<file path="config.mk">
export PLATFORM = sky130hd
export DESIGN_NAME = comparator_2bit_monitor
export DESIGN_NICKNAME = d
export VERILOG_FILES = /design/src/rtl/comparator_2bit_monitor.sv
export SDC_FILE = /design/constraint.sdc
export NUM_CORES = 1
export LEC_CHECK = 0
export ABC_AREA = 1
export BUFFER_PORTS_ARGS = -buffer_cell sky130_fd_sc_hd__buf_4
export CORE_UTILIZATION = 40
export CTS_CLUSTER_DIAMETER = 60
export DETAILED_ROUTE_END_ITERATION = 8
export PLACE_DENSITY = 0.67
export REMOVE_ABC_BUFFERS = 1
export SETUP_SLACK_MARGIN = 0.05
export SYNTH_ARGS = -nofsm -noshare
export SYNTH_HDL_FRONTEND = slang
export SYNTH_SLANG_ARGS = --single-unit
</file>
<file path="constraint.sdc">
create_clock -name clk -period 1.8 [get_ports clk]
set_input_delay 0.09 -clock clk [delete_from_list [all_inputs] [get_ports clk]]
set_output_delay 0.09 -clock clk [all_outputs]
set_load 0.05 [all_outputs]
</file>
<file path="src/rtl/comparator_2bit_monitor.sv">
// Registered monitor for the 2-bit comparator relation outputs: one-hot check,
// relation encoding, trend detection, equality lock and saturating event counters.
module comparator_2bit_monitor #(
    parameter int unsigned EQ_HOLD = 4,
    parameter int unsigned CNT_W   = 8
) (
    input  logic             clk,
    input  logic             rst,
    input  logic             in_valid,
    input  logic             A_greater_B,
    input  logic             A_equals_B,
    input  logic             A_less_B,
    input  logic             clr_counts,
    output logic [1:0]       result,
    output logic             result_valid,
    output logic             onehot_err,
    output logic             trend_change,
    output logic             eq_locked,
    output logic [CNT_W-1:0] gt_count,
    output logic [CNT_W-1:0] lt_count,
    output logic [CNT_W-1:0] eq_count,
    output logic [CNT_W-1:0] err_count
);

    localparam int unsigned RUN_W = 4;
    localparam logic [RUN_W-1:0] HOLD    = RUN_W'(EQ_HOLD);
    localparam logic [CNT_W-1:0] CNT_MAX = '1;

    localparam logic [1:0] REL_NONE = 2'b00;
    localparam logic [1:0] REL_LT   = 2'b01;
    localparam logic [1:0] REL_GT   = 2'b10;
    localparam logic [1:0] REL_EQ   = 2'b11;

    typedef enum logic [1:0] {
        S_IDLE  = 2'd0,
        S_TRACK = 2'd1,
        S_EQ    = 2'd2,
        S_LOCK  = 2'd3
    } state_t;

    state_t           state;
    state_t           state_next;
    logic [RUN_W-1:0] eq_run;
    logic [RUN_W-1:0] eq_run_next;
    logic [1:0]       result_next;
    logic             trend_next;
    logic [2:0]       hot_c;
    logic             onehot_c;
    logic             legal_c;
    logic             illegal_c;
    logic [1:0]       rel_c;

    function automatic logic [CNT_W-1:0] sat_inc(input logic [CNT_W-1:0] v, input logic en);
        return (en && (v != CNT_MAX)) ? v + CNT_W'(1) : v;
    endfunction

    // Sample classification and relation encoding
    always_comb begin
        hot_c     = {A_greater_B, A_equals_B, A_less_B};
        onehot_c  = (hot_c == 3'b100) || (hot_c == 3'b010) || (hot_c == 3'b001);
        legal_c   = in_valid && onehot_c;
        illegal_c = in_valid && !onehot_c;
        rel_c     = A_greater_B ? REL_GT : (A_less_B ? REL_LT : REL_EQ);
    end

    // State register
    always_ff @(posedge clk) begin
        if (rst) begin
            state  <= S_IDLE;
            eq_run <= '0;
        end else begin
            state  <= state_next;
            eq_run <= eq_run_next;
        end
    end

    // Next state; outside S_IDLE, result still holds the previous legal relation
    always_comb begin
        state_next  = state;
        eq_run_next = eq_run;
        result_next = result;
        trend_next  = 1'b0;
        if (legal_c) begin
            result_next = rel_c;
            trend_next  = (state != S_IDLE) && (rel_c != result);
            if (rel_c == REL_EQ) begin
                eq_run_next = (eq_run >= HOLD) ? HOLD : eq_run + RUN_W'(1);
                state_next  = (eq_run_next == HOLD) ? S_LOCK : S_EQ;
            end else begin
                eq_run_next = '0;
                state_next  = S_TRACK;
            end
        end else if (illegal_c) begin
            state_next  = S_IDLE;
            eq_run_next = '0;
            result_next = REL_NONE;
        end
    end

    // Registered outputs and saturating counters
    always_ff @(posedge clk) begin
        if (rst) begin
            result       <= REL_NONE;
            result_valid <= 1'b0;
            onehot_err   <= 1'b0;
            trend_change <= 1'b0;
            eq_locked    <= 1'b0;
            gt_count     <= '0;
            lt_count     <= '0;
            eq_count     <= '0;
            err_count    <= '0;
        end else begin
            result       <= result_next;
            result_valid <= legal_c;
            onehot_err   <= illegal_c;
            trend_change <= trend_next;
            eq_locked    <= (state_next == S_LOCK);
            if (clr_counts) begin
                gt_count  <= '0;
                lt_count  <= '0;
                eq_count  <= '0;
                err_count <= '0;
            end else begin
                gt_count  <= sat_inc(gt_count,  legal_c && (rel_c == REL_GT));
                lt_count  <= sat_inc(lt_count,  legal_c && (rel_c == REL_LT));
                eq_count  <= sat_inc(eq_count,  legal_c && (rel_c == REL_EQ));
                err_count <= sat_inc(err_count, illegal_c);
            end
        end
    end

endmodule

</file>
==> results.yml, run 1 <==
routing:
  vias_per_cell: 4.81
  route.detailed.drc: 0
  dr.pass1.iters: 5
  wl_per_cell_um: 11.2
  antenna_left: 0
  drt_iter0_markers: 53
  vias: 2125
  wl_um: 4960
outcome:
  status: "complete, no violations"
clock_network:
  postCtsSetupBuffers: 0
  clockBufferDepth: 2
  cts.sinks: 44
  cts_made_buffers: 5
  cts_tree: "done"
  path_clk_slew_ps: 90
  cts-root-buf: "clkbuf_8"
  cts_hold_buf: 0
  cts_max_level: 2
  ctsResizeCount: 0
  clk_latency_ps: 300
timing:
  finalSetupViolations: 0
  rsz0062_at_grt: "false"
  relSlewSlack: 0.437
  timing.hold.ws_ps: 43.5
  tightest_slew_ps: 843
  hold_viol: 0
  setup_tns_ps: 0
  maxSlewViolCount: 0
  fin_crit_ps: 1470
  max_freq_mhz: 682
  finClkSkew_ps: 5.93
  final.setup.worst_slack_ps: 333
  timing.final.crit_share: 0.815
worst_setup_path:
  worst_path_largest_cell_delay_ps: 360
  worstPathMaxFanout: 8
  crit_arrival_ps: 1690
  path_cells: "ha_1 -> nand2_1 -> inv_1 -> nand2_2 -> nor2_1 -> nor2_2 -> o21ai_1 -> a21oi_1"
  slowest_stage: "dfxtp_1"
  crit_required_ps: 2020
  startpoint_type: "flip-flop"
  end_kind: "flip-flop"
  worstSetupPathType: "reg2reg"
floorplanning:
  die_y_um: 77.7
  die_w_um: 77.7
  core_area_um2: 5510
  start_util: 0.417
  die-area_um2: 6040
  rows: 27
  io_pins: 45
worst_hold_path:
  hold_class: "in2reg"
yosys:
  async_reset_ff_frac: 0
  yosysMostFrequentCell: "nand2_1"
  yosys.area.top_type: "dfxtp_1"
  ys_types: 29
  synth-seq-area-share: 0.384
  yosys-top-cells-count: "91 x nand2_1, 44 x dfxtp_1, 38 x nor2_1, 31 x inv_1, 27 x a21oi_1"
  syn_inst: 322
  synth-seq-cells: 44
  synth_ff_type: "dfxtp_1"
  ys_warn_count: 0
  netlist.area_leader.share: 0.384
  synth_edf_count: 0
  avgSynthCellArea_um2: 7.13
  synth.area.top_cells: "dfxtp_1 38%, nand2_1 15%, nor2_1 6.2%"
  syn_area_um2: 2290
placement:
  dpl-instance-area_um2: 2690
  routabilityCongestion: 0.795
  preCtsSetupSlack_ps: 338
  dp_hpwl_um: 3510
  portBuffers: 44
power_and_ir_drop:
  p_int_mw: 1.44
  peakVddDrop_uv: 424
  power-per-cell-area_nw_per_um2: 683
  p_leak_nw: 1.23
  pwr-share-clk: 0.401
  p_switching_mw: 0.468
  p_sw_frac: 0.245
  comb_power_share: 0.080
  seqPwrFrac: 0.519
final_layout:
  final_nets: 381
  drive_above_1_share: 0.203
  area_growth_pct: 21.9
  insertedDiodeCount: 0
  stdcell_area_um2: 2800
global_route:
  grt_pass1_wl_um: 8550
  antenna_found_initial: 0
  grt_pass1_vias: 1921
  overflow: 0
  grt_max_degree: 25
  grt_usage: 0.176
run:
  maxCapViolations: 0
-- flip-flops by register name, summed over array words and instances, names as in the netlist --
| name | cells |
|---|---|
| eq_count | 8 |
| eq_locked | 1 |
| eq_run | 4 |
| err_count | 8 |
| gt_count | 8 |
| lt_count | 8 |
| onehot_err | 1 |
| result | 2 |
| result_valid | 1 |
| state | 2 |
| trend_change | 1 |
-- cells by family after synthesis --
logic type,after synthesis,synth area share
AOI/OAI and AO/OA,45,0.118
xor gates and xnor gates,16,0.0611
adders and majority gates,5,0.0273
buffers and inverters,40,0.0703
DFF,44,0.384
and+or+nand+nor,172,0.339
-- critical path: cells and delay by family, from the launching register on --
family,cells,cell delay [ps]
buffers and inverters,1,50
adders and majority gates,1,240
AOI/OAI and AO/OA,2,250
DFF,1,360
and+or+nand+nor,4,480
-- metrics by stage --
stage / util / total power [mW] / cells
global route: 0.508 / 1.97 / 442
global placement: 0.488 / 1.17 / 434
floorplan: - / 1.11 / 318
detailed placement: 0.488 / 1.17 / 434
finish: 0.508 / 1.91 / 442
CTS: 0.508 / 1.92 / 442
-- area by class of cell --
type	instances	area, um2
Tap cell	72	90.1
Clock buffer	6	72.6
Inverter	36	135
Fill cell	552	2710
Multi-Input combinational cell	238	1250
Clock inverter	2	35.0
Sequential cell	44	881
Timing Repair Buffer	44	330
-- per-layer routing --
metal,GRT usage,vias up,routed length (um)
li1,-,1117,-
met1,0.224,967,2420
met2,0.288,36,2280
met3,0.0400,5,189
met4,0.0679,0,80
met5,0,-,0
-- final timing paths --
path	start	to	slack (ps)	cells after the start
max	gt_count[0]	gt_count[4]	330	8
min	rst	eq_run[1]	40	2
max reg2reg	gt_count[0]	gt_count[4]	330	8
min reg2reg	eq_run[3]	eq_run[3]	450	2
-- power by group through the flow --
stage | registers, mW | clock network (mW) | logic (mW)
floorplan | 1.04 | 0 | 0.0705
global placement | 1.01 | 0 | 0.152
detailed placement | 1.01 | 0 | 0.152
CTS | 0.991 | 0.781 | 0.153
global route | 0.993 | 0.811 | 0.166
finish | 0.991 | 0.765 | 0.152
-- cell usage in the layout, fill, tap and decap left out, drive strengths merged --
cell type | synthesis | layout
nand3 | 19 | 19
a22oi | 1 | 1
nor3 | 2 | 2
a21oi | 28 | 28
clkinv | 0 | 1
o21bai | 2 | 2
nor2 | 44 | 44
nand3b | 3 | 3
a31oi | 1 | 1
xnor2 | 5 | 5
ha | 5 | 5
clkbuf | 1 | 6
buf | 3 | 44
nand2 | 99 | 99
o32ai | 1 | 1
nand4 | 5 | 5
xor2 | 11 | 11
dfxtp | 44 | 44
inv | 36 | 36
o21ai | 12 | 12
bufinv | 0 | 1
No activity file was read; power rests on OpenSTA's default activity.
==> inputs of run 2 (changes only) <==
- ABC_AREA: 1 -> 0
- PLACE_DENSITY: 0.67 -> 0.68
- clock period: 1.8 -> 1.4 ns (I/O delays scaled with it)
==> results.yml, run 2 <==
clock_network:
  clockBufferDepth: 2
  cts-root-buf: "clkbuf_8"
  cts_tree: "done"
  cts.sinks: 44
  cts_max_level: 2
  cts_made_buffers: 5
  clk_latency_ps: 300
  path_clk_slew_ps: 80
  cts_hold_buf: 0
final_layout:
  final_nets: 341
  stdcell_area_um2: 3170
  fillers: 425
  final_common_cell: "buf_4"
  area_growth_pct: 52.1
  insertedDiodeCount: 0
  final_cell_mix: "93 x buf_4, 29 x dfxtp_1, 26 x nor2_1, 21 x nand2_1, 15 x a21oi_1"
  drive_above_1_share: 0.442
routing:
  wl_um: 5190
  wl_per_cell_um: 13.1
  antenna_left: 0
  vias: 2104
  vias_per_cell: 5.30
  route.detailed.drc: 0
  dr.pass1.iters: 6
  drt_iter0_markers: 98
power_and_ir_drop:
  pwr-share-clk: 0.392
  power-per-cell-area_nw_per_um2: 768
  p_leak_nw: 1.25
  seqPwrFrac: 0.521
  p_sw_frac: 0.231
  finalPower_mw: 2.43
  comb_power_share: 0.088
  p_switching_mw: 0.561
  p_int_mw: 1.87
  peakVddDrop_uv: 550
global_route:
  grt_usage: 0.197
  antenna_found_initial: 0
  grt_pass1_wl_um: 8320
  grt_max_degree: 24
  grt_pass1_vias: 1835
  overflow: 0
timing:
  finalSetupViolations: 0
  maxSlewViolCount: 0
  fin_crit_ps: 1390
  relSlewSlack: 0.768
  timing.final.crit_share: 0.995
  max_freq_mhz: 718
  rsz0062_at_grt: "true"
  hold_viol: 0
  final.setup.worst_slack_ps: 7.06
  tightest_slew_ps: 348
  timing.hold.ws_ps: 59.9
  finClkSkew_ps: 4.04
run:
  maxCapViolations: 0
placement:
  portBuffers: 44
  dpl-instance-area_um2: 2760
  routabilityCongestion: 0.796
  dp_hpwl_um: 3420
  preCtsSetupSlack_ps: -74.1
floorplanning:
  die-area_um2: 5500
  io_pins: 45
  rows: 25
  die_y_um: 74.1
  core_area_um2: 4880
  start_util: 0.427
  die_w_um: 74.1
yosys:
  async_reset_ff_frac: 0
  synth-seq-area-share: 0.423
  ys_warn_count: 0
  yosys-top-cells-count: "44 x dfxtp_1, 27 x nor2_1, 21 x nand2_1, 17 x a21oi_1"
  synth.area.top_cells: "dfxtp_1 42%, nor2_1 4.9%, a21oi_1 4.1%"
  yosys.area.top_type: "dfxtp_1"
  syn_area_um2: 2080
  avgSynthCellArea_um2: 8.82
  yosysMostFrequentCell: "dfxtp_1"
  synth_ff_type: "dfxtp_1"
  netlist.area_leader.share: 0.423
  synth_edf_count: 0
  syn_inst: 236
  ys_types: 47
  synth-seq-cells: 44
worst_setup_path:
  slowest_stage: "or4_1"
  crit_required_ps: 1640
  cp_num_buf_inv: 1
  worstPathMaxFanout: 3
  crit_arrival_ps: 1630
  r2r_start: "err_count[0]"
  path_delay_family: "simple AND/OR/NAND/NOR gates"
  path_cells: "buf_6 -> and4_1 -> nand2_1 -> or4_1 -> a21oi_1"
  rrSetupSlack_ps: 7
  end_kind: "flip-flop"
  reg2regPathDepth: 5
  worst_path_largest_cell_delay_ps: 470
  startpoint_type: "flip-flop"
  rr_endpoint: "err_count[5]"
  worstSetupPathType: "reg2reg"
outcome:
  status: "complete, no violations"
worst_hold_path:
  holdPathStages: 3
  worst_hold_path.endpoint: "lt_count[5]"
  hold_start: "clr_counts"
  hold_class: "in2reg"
-- run 2: cell types whose count changed after synthesis, sizes merged, moves of 4 or more --
cell,before,now
a21oi,28,17
or3,0,7
o31ai,0,6
nand2,99,21
nor2,44,27
nand3,19,6
mux2i,0,6
clkbuf,1,6
or4,0,6
inv,36,7
xor2,11,7
o211ai,0,4
and3,0,6
-- run 2: how the worst max path moves through the flow --
| stage | slack, ps | cells past startpoint | end | startpoint |
|---|---|---|---|---|
| after detailed placement | -70 | 5 | err_count[7] | err_count[0] |
| after CTS | -10 | 5 | err_count[5] | err_count[0] |
| after global routing | -60 | 5 | err_count[5] | err_count[0] |
| final | 7 | 5 | err_count[5] | err_count[0] |
| after global placement | -30 | 5 | err_count[7] | err_count[0] |
| after floorplan | -410 | 5 | err_count[7] | err_count[0] |
-- run 2: stage by stage --
step           TNS [ps]   util  std cells
2_1_floorplan     -9110      -        225
3_3_place_gp      -98.1  0.565        377
3_5_place_dp       -393  0.565        377
4_1_cts           -12.9  0.622        392
5_1_grt            -325  0.649        397
6_report              0  0.649        397
-- run 2: power by group through the flow --
stage / sequential (mW) / clock [mW] / combinational [mW]
2_1_floorplan: 1.33 / 0 / 0.0761
3_3_place_gp: 1.30 / 0 / 0.203
3_5_place_dp: 1.30 / 0 / 0.205
4_1_cts: 1.27 / 0.976 / 0.211
5_1_grt: 1.27 / 1.03 / 0.231
6_report: 1.27 / 0.952 / 0.213
-- run 2: tightest hold or removal path: stages --
cell and delay, ps:
buf_4 90, or3_1 90, mux2i_1 60
-- run 2: area by class of cell --
type	instances	area (um2)	area share
Timing Repair Buffer	97	743	0.235
Clock inverter	2	35.0	0.0111
Sequential cell	44	910	0.287
Inverter	7	26.3	0.00830
Tap cell	67	83.8	0.0265
Multi-Input combinational cell	174	1300	0.409
Clock buffer	6	72.6	0.0229
-- run 2: cells by family after synthesis --
kind of cell,after synthesis,share of synthesized area
compound gates,57,0.186
xor+xnor,11,0.0499
fa+ha+maj,5,0.0300
buf+inv,18,0.0361
flops,44,0.423
mux,6,0.0288
simple gates,95,0.246
-- run 2: what timing repair did --
action	4_1_cts	5_1_grt
endpoints found under the setup margin	23	26
setup buffers	7	5
resized for setup	31	24
pin swaps	12	19
-- run 2: per-layer routing --
metal  track usage  up-vias  part of all wire
li1              -     1061                 -
met3        0.0596        7             0.059
met2         0.324       58              0.48
met4        0.0641        0             0.012
met5             0        -                 0
met1         0.247      978              0.44
==> inputs of run 3 (changes only) <==
- ABC_AREA: 0 -> 1
- CORE_ASPECT_RATIO: not set -> 0.6
- PLACE_DENSITY: 0.68 -> 0.67
==> results.yml, run 3 (synthesis gave the netlist of run 1 again) <==
outcome:
  status: "complete, no violations"
timing:
  fin_crit_ps: 1290
  finClkSkew_ps: 4.12
  maxSlewViolCount: 0
  rsz0062_at_grt: "true"
  tightest_slew_ps: 330
  timing.hold.ws_ps: 30.2
  hold_viol: 0
  relSlewSlack: 0.780
  final.setup.worst_slack_ps: 113
  finalSetupViolations: 0
  max_freq_mhz: 777
  setup_tns_ps: 0
  timing.final.crit_share: 0.919
global_route:
  overflow: 0
  grt_usage: 0.192
  met2_usage: 0.288
  antenna_found_initial: 0
  grt_max_degree: 20
  grt_pass1_wl_um: 9090
  grt_pass1_vias: 1971
  grt.met1_usage: 0.282
  top_usage_layer: "met2"
  use_met3: 0.0426
worst_hold_path:
  hold_class: "in2reg"
power_and_ir_drop:
  p_sw_frac: 0.239
  p_int_mw: 1.87
  comb_power_share: 0.092
  p_leak_nw: 1.42
  p_switching_mw: 0.586
  pwr-share-clk: 0.390
  power-per-cell-area_nw_per_um2: 774
  peakVddDrop_uv: 478
  seqPwrFrac: 0.518
  finalPower_mw: 2.45
worst_setup_path:
  startpoint_type: "flip-flop"
  worstSetupPathType: "reg2reg"
  worstPathMaxFanout: 8
  cpMostUsedCell: "nor2_4"
  crit_required_ps: 1610
  end_kind: "flip-flop"
  worst_path_largest_cell_delay_ps: 350
  crit_arrival_ps: 1500
  path_cells: "ha_4 -> nand2_1 -> inv_2 -> nand2_4 -> nor2_4 -> nor2_4 -> o21ai_1 -> a21oi_1"
  slowest_stage: "dfxtp_2"
final_layout:
  stdcell_area_um2: 3170
  final_common_cell: "nand2_1"
  area_growth_pct: 38.1
  drive_above_1_share: 0.343
  final_nets: 410
  insertedDiodeCount: 0
  final_cell_mix: "88 x nand2_1, 71 x buf_4, 33 x nor2_1, 33 x dfxtp_1, 29 x inv_1"
  stdcell_count: 476
  final_core_util: 0.600
clock_network:
  clockBufferDepth: 2
  path_clk_slew_ps: 80
  cts-root-buf: "clkbuf_8"
  cts_tree: "done"
  cts_hold_buf: 0
  cts.sinks: 44
  cts_max_level: 2
  cts_made_buffers: 5
  clk_latency_ps: 290
placement:
  preCtsSetupSlack_ps: 6.87
  portBuffers: 44
  placed_cells: 463
  dpl-instance-area_um2: 2890
  routabilityCongestion: 0.846
  dp_hpwl_um: 4100
routing:
  vias_per_cell: 4.72
  antenna_left: 0
  dr.pass1.iters: 4
  drt_iter0_markers: 70
  route.detailed.drc: 0
  vias: 2249
  wl_per_cell_um: 11.7
  wl_um: 5590
floorplanning:
  rows: 20
  core_area_um2: 5280
  die_y_um: 60.7
  io_pins: 45
  die_w_um: 99.8
  die-area_um2: 6050
  start_util: 0.435
run:
  maxCapViolations: 0
-- run 3: changes by cell type in the layout (fill, tap and decap cells not counted), sizes merged, moves of 4 or more --
| cell | delta |
|---|---|
| a21oi | +11 |
| and3 | -6 |
| buf | -24 |
| inv | +29 |
| mux2i | -6 |
| nand2 | +78 |
| nand3 | +13 |
| nor2 | +17 |
| o211ai | -4 |
| o31ai | -6 |
| or3 | -7 |
| or4 | -6 |
| xor2 | +4 |
-- run 3: layer usage --
layer  vias to the layer above  part of all wire  routed length [um]
li1                       1179                 -                   -
met1                      1020              0.54                2990
met2                        46              0.42                2340
met3                         4             0.040                 223
met4                         0            0.0066                  37
met5                         -                 0                   0
-- run 3: final timing paths --
check | from | cells after the start | slack (ps) | to
worst max-delay path | lt_count[1] | 8 | 110 | lt_count[4]
worst min-delay path | A_greater_B | 2 | 30 | result[0]
worst max register to register | lt_count[1] | 8 | 110 | lt_count[4]
worst min register to register | eq_run[3] | 2 | 450 | eq_run[3]
-- run 3: repair_timing --
item	4_1_cts	5_1_grt
setup buffers	1	4
gates resized for setup	10	36
setup endpoints to repair	17	34
pin swaps	3	13
-- run 3: worst max-delay path, delay by kind of cell, from the launching register on --
kind	cells	cell delay, ps
adders and majority gates	1	160
buffers and inverters	1	50
and+or+nand+nor	4	390
AOI/OAI and AO/OA	2	260
DFF	1	350
-- run 3: final cells by class --
type                    count  area (um2)
repair buffers             73         564
flip-flops and latches     44         895
clock inverters             2        35.0
clock buffers               6        72.6
inverters                  36         138
well taps                  77        96.3
multi-input cells         238        1370
fillers                   473        2110
-- run 3: power groups by stage --
| stage | registers, mW | clock network (mW) | logic, mW |
|---|---|---|---|
| after floorplan | 1.34 | 0 | 0.0906 |
| after global placement | 1.30 | 0 | 0.213 |
| after detailed placement | 1.30 | 0 | 0.215 |
| after CTS | 1.27 | 0.992 | 0.216 |
| after global routing | 1.27 | 1.05 | 0.243 |
| final | 1.27 | 0.957 | 0.225 |
